`src/rtl/tcm_arbiter_pkg.sv`:
```
// ============================================================================
// Module   : tcm_arbiter_pkg
// Brief    : FSM state encoding and master-index constants for tcm_arbiter.
// Revision : 1.0
// ============================================================================
`default_nettype none

package tcm_arbiter_pkg;

    typedef enum logic [1:0] {
        ST_IDLE  = 2'd0,
        ST_ISSUE = 2'd1,
        ST_WAIT  = 2'd2,
        ST_RESP  = 2'd3
    } state_e;

    localparam logic C_MASTER0 = 1'b0;
    localparam logic C_MASTER1 = 1'b1;

endpackage

`default_nettype wire

```
`src/rtl/tcm_arbiter_rr_arbiter2.sv`:
```
// ============================================================================
// Module   : rr_arbiter2
// Brief    : Two-way round-robin grant; stateless, the history lives in the caller.
// Revision : 1.0
// ============================================================================
`default_nettype none

module rr_arbiter2
    import tcm_arbiter_pkg::*;
(
    input  logic [1:0] req_i,
    input  logic       last_grant_i,
    output logic [1:0] grant_o
);

    always_comb begin
        grant_o = 2'b00;
        unique case (req_i)
            2'b01:   grant_o = 2'b01;
            2'b10:   grant_o = 2'b10;
            // On a tie the master that did not win last time goes next.
            2'b11:   grant_o = (last_grant_i == C_MASTER1) ? 2'b01 : 2'b10;
            default: grant_o = 2'b00;
        endcase
    end

endmodule

`default_nettype wire

```
`src/rtl/tcm_arbiter.sv`:
```
// ============================================================================
// Module   : tcm_arbiter
// Brief    : Round-robin sharing of one TCM SRAM port between two masters.
// Revision : 1.0
// ============================================================================
`default_nettype none

module tcm_arbiter
    import tcm_arbiter_pkg::*;
#(
    parameter int DATA_WIDTH = 32,
    parameter int ADDRW      = 14
) (
    input  logic                    clk_i,
    input  logic                    rst_i,
    input  logic                    m0_req_i,
    input  logic                    m0_we_i,
    input  logic [DATA_WIDTH/8-1:0] m0_be_i,
    input  logic [ADDRW-1:0]        m0_addr_i,
    input  logic [DATA_WIDTH-1:0]   m0_data_i,
    output logic [DATA_WIDTH-1:0]   m0_data_o,
    output logic                    m0_ready_o,
    input  logic                    m1_req_i,
    input  logic                    m1_we_i,
    input  logic [DATA_WIDTH/8-1:0] m1_be_i,
    input  logic [ADDRW-1:0]        m1_addr_i,
    input  logic [DATA_WIDTH-1:0]   m1_data_i,
    output logic [DATA_WIDTH-1:0]   m1_data_o,
    output logic                    m1_ready_o,
    output logic                    sram_en_o,
    output logic                    sram_we_o,
    output logic [DATA_WIDTH/8-1:0] sram_be_o,
    output logic [ADDRW-1:0]        sram_addr_o,
    output logic [DATA_WIDTH-1:0]   sram_data_o,
    input  logic [DATA_WIDTH-1:0]   sram_data_i,
    input  logic                    sram_ready_i
);

    localparam int BEW = DATA_WIDTH / 8;

    state_e                state_q, state_d;
    logic                  last_grant_q, last_grant_d;
    logic                  en_q, en_d;
    logic                  we_q, we_d;
    logic [BEW-1:0]        be_q, be_d;
    logic [ADDRW-1:0]      addr_q, addr_d;
    logic [DATA_WIDTH-1:0] wdata_q, wdata_d;
    logic                  m0_ready_q, m0_ready_d, m1_ready_q, m1_ready_d;
    logic [DATA_WIDTH-1:0] m0_data_q, m0_data_d, m1_data_q, m1_data_d;
    logic [1:0]            grant;
    logic                  winner;

    rr_arbiter2 u_rr (
        .req_i        ({m1_req_i, m0_req_i}),
        .last_grant_i (last_grant_q),
        .grant_o      (grant)
    );

    assign winner = grant[1];

    always_ff @(posedge clk_i) begin
        if (rst_i) begin
            state_q      <= ST_IDLE;
            last_grant_q <= C_MASTER1;
            en_q         <= 1'b0;
            we_q         <= 1'b0;
            be_q         <= '0;
            addr_q       <= '0;
            wdata_q      <= '0;
            m0_ready_q   <= 1'b0;
            m1_ready_q   <= 1'b0;
            m0_data_q    <= '0;
            m1_data_q    <= '0;
        end else begin
            state_q      <= state_d;
            last_grant_q <= last_grant_d;
            en_q         <= en_d;
            we_q         <= we_d;
            be_q         <= be_d;
            addr_q       <= addr_d;
            wdata_q      <= wdata_d;
            m0_ready_q   <= m0_ready_d;
            m1_ready_q   <= m1_ready_d;
            m0_data_q    <= m0_data_d;
            m1_data_q    <= m1_data_d;
        end
    end

    always_comb begin
        state_d      = state_q;
        last_grant_d = last_grant_q;
        en_d         = 1'b0;
        we_d         = we_q;
        be_d         = be_q;
        addr_d       = addr_q;
        wdata_d      = wdata_q;
        m0_ready_d   = 1'b0;
        m1_ready_d   = 1'b0;
        m0_data_d    = m0_data_q;
        m1_data_d    = m1_data_q;
        unique case (state_q)
            ST_IDLE: begin
                if (m0_req_i || m1_req_i) begin
                    last_grant_d = winner;
                    en_d         = 1'b1;
                    we_d         = (winner == C_MASTER1) ? m1_we_i   : m0_we_i;
                    be_d         = (winner == C_MASTER1) ? m1_be_i   : m0_be_i;
                    addr_d       = (winner == C_MASTER1) ? m1_addr_i : m0_addr_i;
                    wdata_d      = (winner == C_MASTER1) ? m1_data_i : m0_data_i;
                    state_d      = ST_ISSUE;
                end
            end
            ST_ISSUE: state_d = ST_WAIT;
            ST_WAIT: begin
                // last_grant_q still names the master that owns this transaction.
                if (sram_ready_i) begin
                    if (last_grant_q == C_MASTER1) begin
                        m1_ready_d = 1'b1;
                        m1_data_d  = sram_data_i;
                    end else begin
                        m0_ready_d = 1'b1;
                        m0_data_d  = sram_data_i;
                    end
                    state_d = ST_RESP;
                end
            end
            ST_RESP: state_d = ST_IDLE;
            default: state_d = ST_IDLE;
        endcase
    end

    assign sram_en_o   = en_q;
    assign sram_we_o   = we_q;
    assign sram_be_o   = be_q;
    assign sram_addr_o = addr_q;
    assign sram_data_o = wdata_q;
    assign m0_ready_o  = m0_ready_q;
    assign m1_ready_o  = m1_ready_q;
    assign m0_data_o   = m0_data_q;
    assign m1_data_o   = m1_data_q;

endmodule

`default_nettype wire
```
`config.mk`:
```
export PLATFORM = sky130hd
export DESIGN_NAME = tcm_arbiter
export DESIGN_NICKNAME = d
export VERILOG_FILES = /design/src/rtl/tcm_arbiter_pkg.sv /design/src/rtl/tcm_arbiter_rr_arbiter2.sv /design/src/rtl/tcm_arbiter.sv
export SDC_FILE = /design/constraint.sdc
export NUM_CORES = 1
export LEC_CHECK = 0
export ABC_CLOCK_PERIOD_IN_PS = 1800
export CAP_MARGIN = 20
export CORE_UTILIZATION = 38
export DETAILED_ROUTE_END_ITERATION = 8
export PLACE_DENSITY_LB_ADDON = 0.1
export SETUP_SLACK_MARGIN = 0.2
export SYNTH_ARGS = -nofsm -noshare
export SYNTH_HDL_FRONTEND = slang
export SYNTH_SLANG_ARGS = --single-unit
```
`constraint.sdc`:
```
create_clock -name clk_i -period 1.8 [get_ports clk_i]
set_input_delay 0.27 -clock clk_i [delete_from_list [all_inputs] [get_ports clk_i]]
set_output_delay 0.27 -clock clk_i [all_outputs]
set_load 0.01 [all_outputs]
```
* After elaboration in Yosys (flattened, before gate mapping)
Cells that the tools add are included.
** Word-level totals
- Flip-flop bits (word level) :: 121
- Input port bits :: 139
- Output and inout bits :: 118
- Logic and storage cells :: 43
** Operators by class
- Equal/unequal tests :: 8
- Muxes and demuxes :: 12
- Bitwise logic cells :: 4
- Reduce and logical (&&, ||, !) cells :: 8
** Operators with widths (count)
- 32-bit 2-to-1 mux :: 1
- 14-bit 2-to-1 mux :: 1
- 2-bit == test (second input constant) :: 4
- 2-bit one-hot mux with 4 select lines :: 1
- 2-bit 2-to-1 mux :: 3
- 2-bit one-hot mux with 3 select lines :: 1
- 3-bit AND reduction :: 2
- 2-bit by 1-bit == test with 1-bit output (second input constant) :: 2
- 1-bit 2-to-1 mux :: 4
- 4-bit 2-to-1 mux :: 1
- 2-bit inequality test (second input constant) :: 2
- 1-bit inverter :: 4
- 2-bit AND reduction :: 2
- 3-bit OR reduction :: 1
- 2-bit logical NOT :: 1
- 2-bit OR reduction :: 1
- 1-bit logical OR :: 1

* Depth between registers and ports, before layout
Gate-level depths: netlist (run 1).
- Depth in word-level cells :: 3
- Depth in mapped cells :: 7
- Depth with buffers taken out :: 5

* Modules after synthesis
A second synthesis (run 1) with hierarchy kept.
** Unflattened totals
- Cell total of the unflattened synthesis :: 542
- Area total of the unflattened synthesis :: 5093.6 µm²
** Modules (own cells, without submodules)
- tcm_arbiter :: instances 1, cells each 539, area each 5074.9 µm², sequential area each 2422.3 µm²
- rr_arbiter2 :: instances 1, cells each 3, area each 18.8 µm², sequential area each 0.0 µm²

* Worst setup path after synthesis (run 1)
No wires, ideal clock.
- Path type :: reg2reg
- Start :: register state_q[0]
- End :: register m1_data_q[25] (netlist: m1_data_o[25])
- Setup time :: 0.070 ns
- Data arrival time :: 1.235 ns
- Data required time :: 1.730 ns
- Slack :: 0.495 ns
- Stages on the path, launching flop included :: 7
- Path buffers :: 1
- Clock period less this slack :: 1.305 ns
- Cells stage by stage :: dfxtp_1 -> inv_1 -> ha_1 -> nand3_1 -> clkbuf_1 -> nand2_1 -> a21oi_1
** Between the ends
- Cells in the longest elaborated chain, start to end :: 2
** Ends and longest elaborated chain
- start: declaration :: RTL line tcm_arbiter.sv:41 : state_e state_q, state_d;
- start signal: assignment :: RTL line tcm_arbiter.sv:75 : state_q <= state_d;
- 2-bit == test :: RTL line tcm_arbiter.sv:101 : unique case (state_q)
- 3-bit AND reduction (no source line)
- end signal: assignment :: RTL line tcm_arbiter.sv:85 : m1_data_q <= m1_data_d;
- end: declaration :: RTL line tcm_arbiter.sv:49 : logic [DATA_WIDTH-1:0] m0_data_q, m0_data_d, m1_data_q, m1_data_d;
Every way passes these cells.
A chain may end at the register's enable or synchronous reset.

* Final worst setup path (run 1)
- Start :: register wdata_q[29] (netlist: sram_data_o[29])
- End :: output port sram_data_o[29]
** RTL lines
- start: declaration :: RTL line tcm_arbiter.sv:47 : logic [DATA_WIDTH-1:0] wdata_q, wdata_d;
- start signal: assignment :: RTL line tcm_arbiter.sv:81 : wdata_q <= wdata_d;
- end: declaration :: RTL line tcm_arbiter.sv:34 : output logic [DATA_WIDTH-1:0] sram_data_o,
No word-level cell between the ends.

==> results of run 1 <==
[power by group through the flow]
stage,Clock [W],Combinational (W),Sequential [W]
final,0.00294,0.00371,0.00355
after global routing,0.00313,0.00404,0.00361
after CTS,0.00299,0.00377,0.00355
after detailed placement,0,0.00377,0.00358
after global placement,0,0.00370,0.00358
after floorplan,0,0.00146,0.00380
[synthesized netlist by cell type]
cell and n:
a21bo_2 1, ha_1 2, and3b_1 1, clkbuf_1 19, mux2i_1 1, nand3b_1 1, clkbuf_2 1, dfxtp_1 121
o21ai_2 1, o21ai_0 52, clkinv_1 1, and3_1 2, o21a_2 1, nor2_1 4, a21oi_1 168, inv_1 2
nand3_1 1, buf_2 28, nor2b_1 1, a21boi_2 1, nand2_1 181, buf_1 1, o221a_2 1
[cells by family after synthesis]
family | Yosys count
simple gates | 191
flops | 121
mux | 1
compound gates | 225
fa+ha+maj | 2
buf+inv | 52
[per-stage QoR]
stage	instance area [µm²]	instances	setup slack, ps
floorplan	4570	592	495
global placement	7380	964	75.8
detailed placement	7380	964	49.5
CTS	7890	995	201
global route	7970	995	200
finish	7970	995	236
[worst max path at each step]
stage,start,slack [ps],endpoint
after global routing,sram_data_o[7],200,sram_data_o[7]
after CTS,sram_data_o[13],200,sram_data_o[13]
final,sram_data_o[29],240,sram_data_o[29]
after global placement,m0_req_i,80,sram_data_o[26]
after detailed placement,m0_req_i,50,sram_data_o[19]
after floorplan,state_q[0],490,m1_data_o[25]
[what timing repair did]
| action | in CTS | in global routing |
|---|---|---|
| endpoints found under the hold margin | 0 | 0 |
| gates resized for setup | 3 | 33 |
| setup endpoints to repair | 3 | 33 |
[registers in the layout (all words and copies together) (netlist names)]
name          cells
m0_data_o        32
m1_data_o        32
sram_data_o      32
sram_addr_o      14
sram_be_o         4
state_q           2
last_grant_q      1
m0_ready_o        1
m1_ready_o        1
sram_en_o         1
sram_we_o         1
[per-layer routing]
layer / vias to the layer above / part of all wire / GRT usage
met5: - / 0 / 0
met4: 0 / 0.028 / 0.128
met3: 37 / 0.089 / 0.0844
met2: 210 / 0.50 / 0.431
met1: 2359 / 0.38 / 0.266
li1: 2475 / - / -
[final cells by class]
type | instances | area, µm² | share of cell area
timing repair buffer | 278 | 2910 | 0.365
sequential | 121 | 2420 | 0.304
multi-input combinational | 419 | 1940 | 0.243
clock buffer | 28 | 497 | 0.0623
tap | 143 | 179 | 0.0224
clock inverter | 3 | 15.0 | 0.00188
inverter | 3 | 11.3 | 0.00141
==> reports/results.tsv, run 1 <==
stage	metric	value	unit
critical_path	Setup crit end kind	output pin	
power_and_ir_drop	Pwr Density	1280	nW/µm²
placement	port bufs	256	
layout	Fillers	965	
worst_hold_path	worst hold path type	input port to flop	
die	Die Ht	112	µm
critical_path	Slowest cell on crit path	clkdlybuf4s50_1	
timing	Slew @ Worst Pin	424	ps
power_and_ir_drop	Pleak	3.49	nW
power_and_ir_drop	Clk pwr share	0.288	
clock_network	root buffer cell	clkbuf_16	
timing	max_slew headroom	0.717	
critical_path	RR Endpoint	m1_data_o[14]	
die	Core ar.	11600	µm²
synth	Post-Synthesis Cells	592	
die	Std-Cell Rows	39	
timing	Peak Freq	0.639	GHz
synth	top-area cell type share of the netlist area	0.530	
synth	adder-cell share of the synthesized area	0.00547	
synth	mean post-synth cell area	7.73	µm²
clock_network	TritonCTS Buffers	17	
route	DRC Markers	15	
route	vias per cell	5.11	
critical_path	Crit Path Class	flop to output pin	
synth	Synth Area in XOR/XNOR	0	
synth	compound-cell area share of the yosys netlist	0.252	
synth	main combinational cell family by area after synthesis	compound AO/OA/AOI/OAI gates	
route	via count	5081	
critical_path	crit start category	flop	
timing	final setup violating endpoints	0	
grt	vias in the first global route	5179	
layout	Ant. Diodes	0	
grt	Total GRT Usage	0.248	
power_and_ir_drop	combinational power share	0.364	
synth	synth top area cells	dfxtp_1 (53%), a21oi_1 (18%), nand2_1 (15%)	
power_and_ir_drop	Peak VDD IR	0.000715	V
synth	yosys warns	0	
timing	minimum clock period	1560	ps
synth	flops & latches, synth	121	
critical_path	R2R depth	6	
placement	gpl congestion	0.832	
layout	layout cells sized above 1	0.0599	
grt	largest net degree at the start of global routing	56	
power_and_ir_drop	Sw Share	0.315	
critical_path	Slowest Stage Delay on Critical Path	560	ps
timing	Final Skew	4.31	ps
layout	NumNets Final	981	
clock_network	worst skew pair latency	400	ps
critical_path	r2r setup slk	350	ps
power_and_ir_drop	Psw	0.00322	W
critical_path	origin of the critical flop-to-flop path	state_q[0]	
route	Routed wire per std cell	15.5	µm
route	Final ANT Viol Nets	0	
die	die area	12500	µm²
synth	library cells used by synthesis	23	
timing	Slew Viols, Final	0	
grt	total gr overflow	0	
synth	Post-Synth Simple-Gate Area	0.161	
synth	Seq/Total Area, Yosys	0.530	
critical_path	Critical Path AT	1290	ps
clock_network	postcts setup bufs	0	
critical_path	cells along the critical path	clkdlybuf4s50_1	
timing	hold_ws	351	ps
synth	Post-Syn Area	4570	µm²
grt	initial antenna violation count	0	
die	I/O Pins	257	
power_and_ir_drop	Design Power	0.0102	W
layout	most frequent cells in the layout	clkdlybuf4s50_1 (219), nand2_1 (181), a21oi_1 (168)	
clock_network	clk buf depth	2	
die	die width	112	µm
run	max cap viols	0	
route	DRT iter0 DRCs	323	
critical_path	Buf/Inv on CP	1	
timing	final hold violation count	0	
worst_hold_path	Worst Hold End	m1_ready_o	
timing	RSZ-0062 raised after global routing	no	
status	failing checks	design-rule violations	
synth	syn_nets	733	
clock_network	# hold bufs at CTS	0	
worst_hold_path	Worst Hold Depth	3	
critical_path	CP Max Fanout	2	
placement	HPWL after DPL	11.0	mm
clock_network	Clk pin slew, worst setup/hold paths	50	ps
clock_network	CTS tree	yes	
layout	Area Overhead vs Synth	74.3	%
die	Starting Density	0.396	
layout	commonest non-fill, non-tap cell in the layout	clkdlybuf4s50_1	
timing	crit share post-route	0.869	
layout	final core utilization	0.689	
synth	Yosys top cell by area	dfxtp_1	
grt	global-route wire length before repair	24.3	mm
critical_path	CP Data Required Time	1530	ps
power_and_ir_drop	Int Power	0.00698	W
status	status	finished, violations left	
critical_path	WP depth	1	
clock_network	CTS Sinks	121	
route	Routed WL	15.4	mm
critical_path	delay-heaviest family, CP	buffers and inverters	
timing	final setup TNS	0	ps
clock_network	# H-tree levels	4	
route	drt first pass iters	8	
worst_hold_path	min-delay src	rst_i	
power_and_ir_drop	Sequential Power Share	0.348	
synth	mux cell area share after synthesis	0.00219	
No activity file was read; power rests on OpenSTA's default activity.
==> inputs of run 2 (changes only) <==
--- a/config.mk
+++ b/config.mk
@@ -8,7 +8,9 @@
 export ABC_CLOCK_PERIOD_IN_PS = 1800
 export CAP_MARGIN = 20
 export CORE_UTILIZATION = 38
+export CTS_CLUSTER_DIAMETER = 30
 export DETAILED_ROUTE_END_ITERATION = 8
+export GPL_TIMING_DRIVEN = 0
 export PLACE_DENSITY_LB_ADDON = 0.1
 export SETUP_SLACK_MARGIN = 0.2
 export SYNTH_ARGS = -nofsm -noshare
==> run 2 against run 1 <==
The run still ends with design-rule violations left; sequential power barely moved; hold slack got worse by 36 ps; sequential share of layout area hardly changed; setup slack worse by 19 ps; first-iteration DRC count fell by 30%; utilization up 0.065 points; die area is the same; count of clock-buffer cells in the layout is 7 lower; non-clock buffer count rose by 25.
==> reports/results.tsv, run 2 (synthesized netlist as in run 1, its figures left out) <==
stage	metric	value	unit
critical_path	R2R depth	6	
timing	final hold violation count	0	
clock_network	worst skew pair latency	410	ps
timing	minimum clock period	1580	ps
route	Routed WL	16.1	mm
timing	final setup TNS	0	ps
critical_path	Critical Path AT	1310	ps
critical_path	Setup crit end kind	output pin	
die	Starting Density	0.396	
critical_path	Slowest cell on crit path	clkdlybuf4s50_1	
layout	Area Overhead vs Synth	74.5	%
route	drt first pass iters	6	
route	vias per cell	5.10	
route	via count	5195	
critical_path	Buf/Inv on CP	1	
layout	commonest non-fill, non-tap cell in the layout	clkdlybuf4s50_1	
route	DRT iter0 DRCs	227	
clock_network	TritonCTS Buffers	17	
layout	Fillers	946	
grt	largest net degree at the start of global routing	17	
timing	Peak Freq	0.631	GHz
die	die width	112	µm
layout	most frequent cells in the layout	clkdlybuf4s50_1 (225), nand2_1 (181), a21oi_1 (168)	
power_and_ir_drop	Pleak	3.41	nW
critical_path	CP Data Required Time	1530	ps
die	Std-Cell Rows	39	
timing	Slew @ Worst Pin	510	ps
route	DRC Markers	15	
critical_path	WP depth	1	
critical_path	Slowest Stage Delay on Critical Path	590	ps
power_and_ir_drop	Peak VDD IR	0.000709	V
grt	global-route wire length before repair	25.6	mm
timing	RSZ-0062 raised after global routing	no	
critical_path	crit start category	flop	
timing	Slew Viols, Final	0	
placement	Post-DP Area	7300	µm²
worst_hold_path	Worst Hold Depth	3	
clock_network	CTS Sinks	121	
critical_path	cells along the critical path	clkdlybuf4s50_1	
placement	port bufs	254	
clock_network	clk buf depth	2	
grt	vias in the first global route	5391	
timing	max_slew headroom	0.660	
placement	HPWL after DPL	12.3	mm
route	Routed wire per std cell	15.8	µm
critical_path	Crit Path Class	flop to output pin	
worst_hold_path	worst hold path type	input port to flop	
clock_network	# hold bufs at CTS	0	
timing	crit share post-route	0.880	
die	I/O Pins	257	
die	die area	12500	µm²
clock_network	# H-tree levels	4	
layout	final instance area	7980	µm²
status	failing checks	design-rule violations	
layout	Ant. Diodes	0	
timing	final setup violating endpoints	0	
clock_network	Clk pin slew, worst setup/hold paths	50	ps
placement	gpl congestion	0.827	
power_and_ir_drop	Pwr Density	1330	nW/µm²
layout	NumNets Final	1006	
critical_path	CP Max Fanout	2	
status	status	finished, violations left	
route	Final ANT Viol Nets	0	
run	max cap viols	0	
grt	Total GRT Usage	0.260	
critical_path	delay-heaviest family, CP	buffers and inverters	
timing	Final Skew	14.3	ps
timing	hold_ws	315	ps
grt	total gr overflow	0	
layout	layout cells sized above 1	0.0822	
die	Core ar.	11600	µm²
clock_network	root buffer cell	clkbuf_16	
grt	initial antenna violation count	0	
die	Die Ht	112	µm
clock_network	CTS tree	yes	
## run 2: changes by cell type in the layout (fill, tap and decap cells not counted), sizes merged
cell           delta
clkinv            +1
dlygate4sd2       +1
clkbuf           +15
clkdlybuf4s50     +6
dlymetal6s2s      -8
buf               +4
bufinv            +4
clkinvlp          +1
## run 2: layout make-up
cell class                 count  area [µm²]  share of cell area
inverter                       3        11.3             0.00141
sequential                   121        2420               0.303
clock inverter                 9         148              0.0185
timing repair buffer         254        2600               0.326
buffer                        49         235              0.0295
clock buffer                  21         460              0.0577
multi-input combinational    419        1930               0.241
tap                          143         179              0.0224
## run 2: layer usage
metal / up-vias / global-route usage / part of all wire
met1: 2414 / 0.271 / 0.38
met5: - / 0 / 0
li1: 2530 / - / -
met4: 0 / 0.110 / 0.030
met3: 35 / 0.103 / 0.093
met2: 216 / 0.464 / 0.50
## run 2: power by group
group / internal [W] / switching (W)
combinational: 0.00172 / 0.00185
sequential: 0.00325 / 0.000286
clock: 0.00236 / 0.00114
total: 0.00734 / 0.00328
## run 2: final timing paths
path	start	to	slack (ps)
worst max-delay path	sram_data_o[17]	sram_data_o[17]	220
worst min-delay path	m0_req_i	last_grant_q	310
worst max register to register	state_q[0]	sram_data_o[21]	370
worst min register to register	m1_data_o[18]	m1_data_o[18]	450
## run 2: per-stage QoR
step                      instances   util  total power, W  setup WS [ps]
after global placement          989  0.631         0.00706           31.1
after CTS                      1019  0.684          0.0107            204
final                          1019  0.690          0.0106            216
after floorplan                 592      -         0.00527            495
after global routing           1019  0.690          0.0112            199
after detailed placement        989  0.631         0.00717          -39.8
## run 2: repair_timing
action / in CTS / in global routing
gates resized for setup: 11 / 31
setup endpoints to repair: 43 / 58
setup buffers: 0 / 0
==> inputs of run 3 (changes only) <==
--- a/config.mk
+++ b/config.mk
@@ -13,6 +13,7 @@
 export GPL_TIMING_DRIVEN = 0
 export PLACE_DENSITY_LB_ADDON = 0.1
 export SETUP_SLACK_MARGIN = 0.2
+export SKIP_CTS_REPAIR_TIMING = 1
 export SYNTH_ARGS = -nofsm -noshare
 export SYNTH_HDL_FRONTEND = slang
 export SYNTH_SLANG_ARGS = --single-unit
==> run 3 against run 2 <==
Largest cell class unchanged; first-iteration DRC count increased by 9.7%; combinational power about the same; highest routed layer unchanged; cell area increased by 0.22%; the run still ends with design-rule violations left; non-clock buffer count unchanged.
==> reports/results.tsv, run 3 (synthesized netlist as in run 1, its figures left out) <==
stage	metric	value	unit
status	status	finished, violations left	
status	failing checks	design-rule violations	
die	Core ar.	11600	µm²
die	Starting Density	0.396	
timing	minimum clock period	1590	ps
power_and_ir_drop	Psw	0.00330	W
worst_hold_path	Worst Hold Depth	3	
layout	Ant. Diodes	0	
timing	final hold violation count	0	
route	Routed WL	16.1	mm
critical_path	Slowest cell on crit path	clkdlybuf4s50_1	
worst_hold_path	worst hold path type	input port to flop	
die	die area	12500	µm²
grt	total gr overflow	0	
grt	Total GRT Usage	0.260	
critical_path	crit start category	flop	
timing	crit share post-route	0.884	
grt	initial antenna violation count	0	
critical_path	origin of the critical flop-to-flop path	state_q[0]	
route	vias per cell	5.10	
grt	vias in the first global route	5391	
die	Std-Cell Rows	39	
power_and_ir_drop	Int Power	0.00735	W
layout	commonest non-fill, non-tap cell in the layout	clkdlybuf4s50_1	
layout	NumNets Final	1006	
critical_path	CP Data Required Time	1530	ps
run	max cap viols	0	
critical_path	Slowest Stage Delay on Critical Path	590	ps
clock_network	# H-tree levels	4	
layout	fin cells	1019	
layout	most frequent cells in the layout	clkdlybuf4s50_1 (225), nand2_1 (181), a21oi_1 (168)	
critical_path	CP Max Fanout	2	
timing	hold_ws	309	ps
die	I/O Pins	257	
clock_network	root buffer cell	clkbuf_16	
power_and_ir_drop	combinational power share	0.337	
die	Die Ht	112	µm
clock_network	clk buf depth	2	
critical_path	Crit Path Class	flop to output pin	
placement	gpl congestion	0.827	
timing	Final Skew	6.17	ps
timing	RSZ-0062 raised after global routing	no	
placement	port bufs	254	
grt	largest net degree at the start of global routing	17	
timing	Peak Freq	0.628	GHz
critical_path	launch point of the worst path	sram_data_o[17]	
timing	max_slew headroom	0.654	
route	DRC Markers	15	
layout	Fillers	945	
timing	Slew Viols, Final	0	
clock_network	worst skew pair latency	410	ps
clock_network	CTS Sinks	121	
layout	layout cells sized above 1	0.0822	
power_and_ir_drop	Sequential Power Share	0.332	
critical_path	Setup crit end kind	output pin	
route	Final ANT Viol Nets	0	
route	DRT iter0 DRCs	249	
timing	Slew @ Worst Pin	519	ps
critical_path	Buf/Inv on CP	1	
power_and_ir_drop	Sw Share	0.310	
power_and_ir_drop	Pwr Density	1330	nW/µm²
timing	final setup TNS	0	ps
critical_path	delay-heaviest family, CP	buffers and inverters	
route	Routed wire per std cell	15.8	µm
die	die width	112	µm
power_and_ir_drop	Clk pwr share	0.330	
worst_hold_path	min-delay src	m0_req_i	
critical_path	cells along the critical path	clkdlybuf4s50_1	
timing	final setup violating endpoints	0	
critical_path	Critical Path AT	1320	ps
placement	HPWL after DPL	12.3	mm
route	via count	5194	
route	drt first pass iters	7	
clock_network	TritonCTS Buffers	17	
placement	Placed Cells incl. Taps	989	
grt	global-route wire length before repair	25.6	mm
critical_path	R2R depth	6	
layout	Area Overhead vs Synth	74.9	%
power_and_ir_drop	Peak VDD IR	0.000710	V
power_and_ir_drop	Pleak	3.46	nW
clock_network	Clk pin slew, worst setup/hold paths	50	ps
critical_path	WP depth	1	
clock_network	CTS tree	yes	
==> run 3: cell count changes in the layout (fill, tap and decap cells not counted) <==
| cell | before | now |
|---|---|---|
| clkbuf_2 | 9 | 8 |
| clkbuf_4 | 2 | 3 |
| dlygate4sd2_1 | 4 | 0 |
| dlymetal6s2s_1 | 25 | 29 |
==> run 3: layout make-up <==
class / count / area, µm² / share of cell area
timing repair buffer: 254 / 2620 / 0.327
clock buffer: 21 / 460 / 0.0576
inverter: 3 / 11.3 / 0.00141
multi-input combinational: 419 / 1930 / 0.241
tap: 143 / 179 / 0.0224
buffer: 49 / 238 / 0.0297
sequential: 121 / 2420 / 0.303
clock inverter: 9 / 148 / 0.0185
==> run 3: metal layers <==
| metal | GRT usage | routed length, µm |
|---|---|---|
| met2 | 0.464 | 8020 |
| met5 | 0 | 0 |
| met1 | 0.271 | 6040 |
| met4 | 0.110 | 499 |
| met3 | 0.103 | 1580 |
==> run 3: final timing paths <==
kind	to	slack, ps
setup / recovery	sram_data_o[17]	210
hold / removal	last_grant_q	310
setup reg to reg	sram_data_o[21]	360
hold reg to reg	m1_data_o[18]	450
==> run 3: power by group through the flow <==
stage	Sequential, W	Combinational [W]	Clock [W]
finish	0.00354	0.00359	0.00352
global route	0.00360	0.00391	0.00369
CTS	0.00354	0.00362	0.00356
detailed placement	0.00358	0.00360	0
global placement	0.00356	0.00350	0
floorplan	0.00380	0.00146	0
==> run 3: tightest hold or removal path, stage by stage <==
cell and delay, ps:
clkbuf_2 150, and3_1 160, o21ai_0 80
==> run 3: metrics by stage <==
stage	power (W)	cell area (µm²)	util	worst slack (ps)
global route	0.0112	8000	0.692	199
floorplan	0.00527	4570	-	495
detailed placement	0.00717	7300	0.631	-39.8
CTS	0.0107	7900	0.683	156
finish	0.0106	8000	0.692	209
global placement	0.00706	7300	0.631	31.1
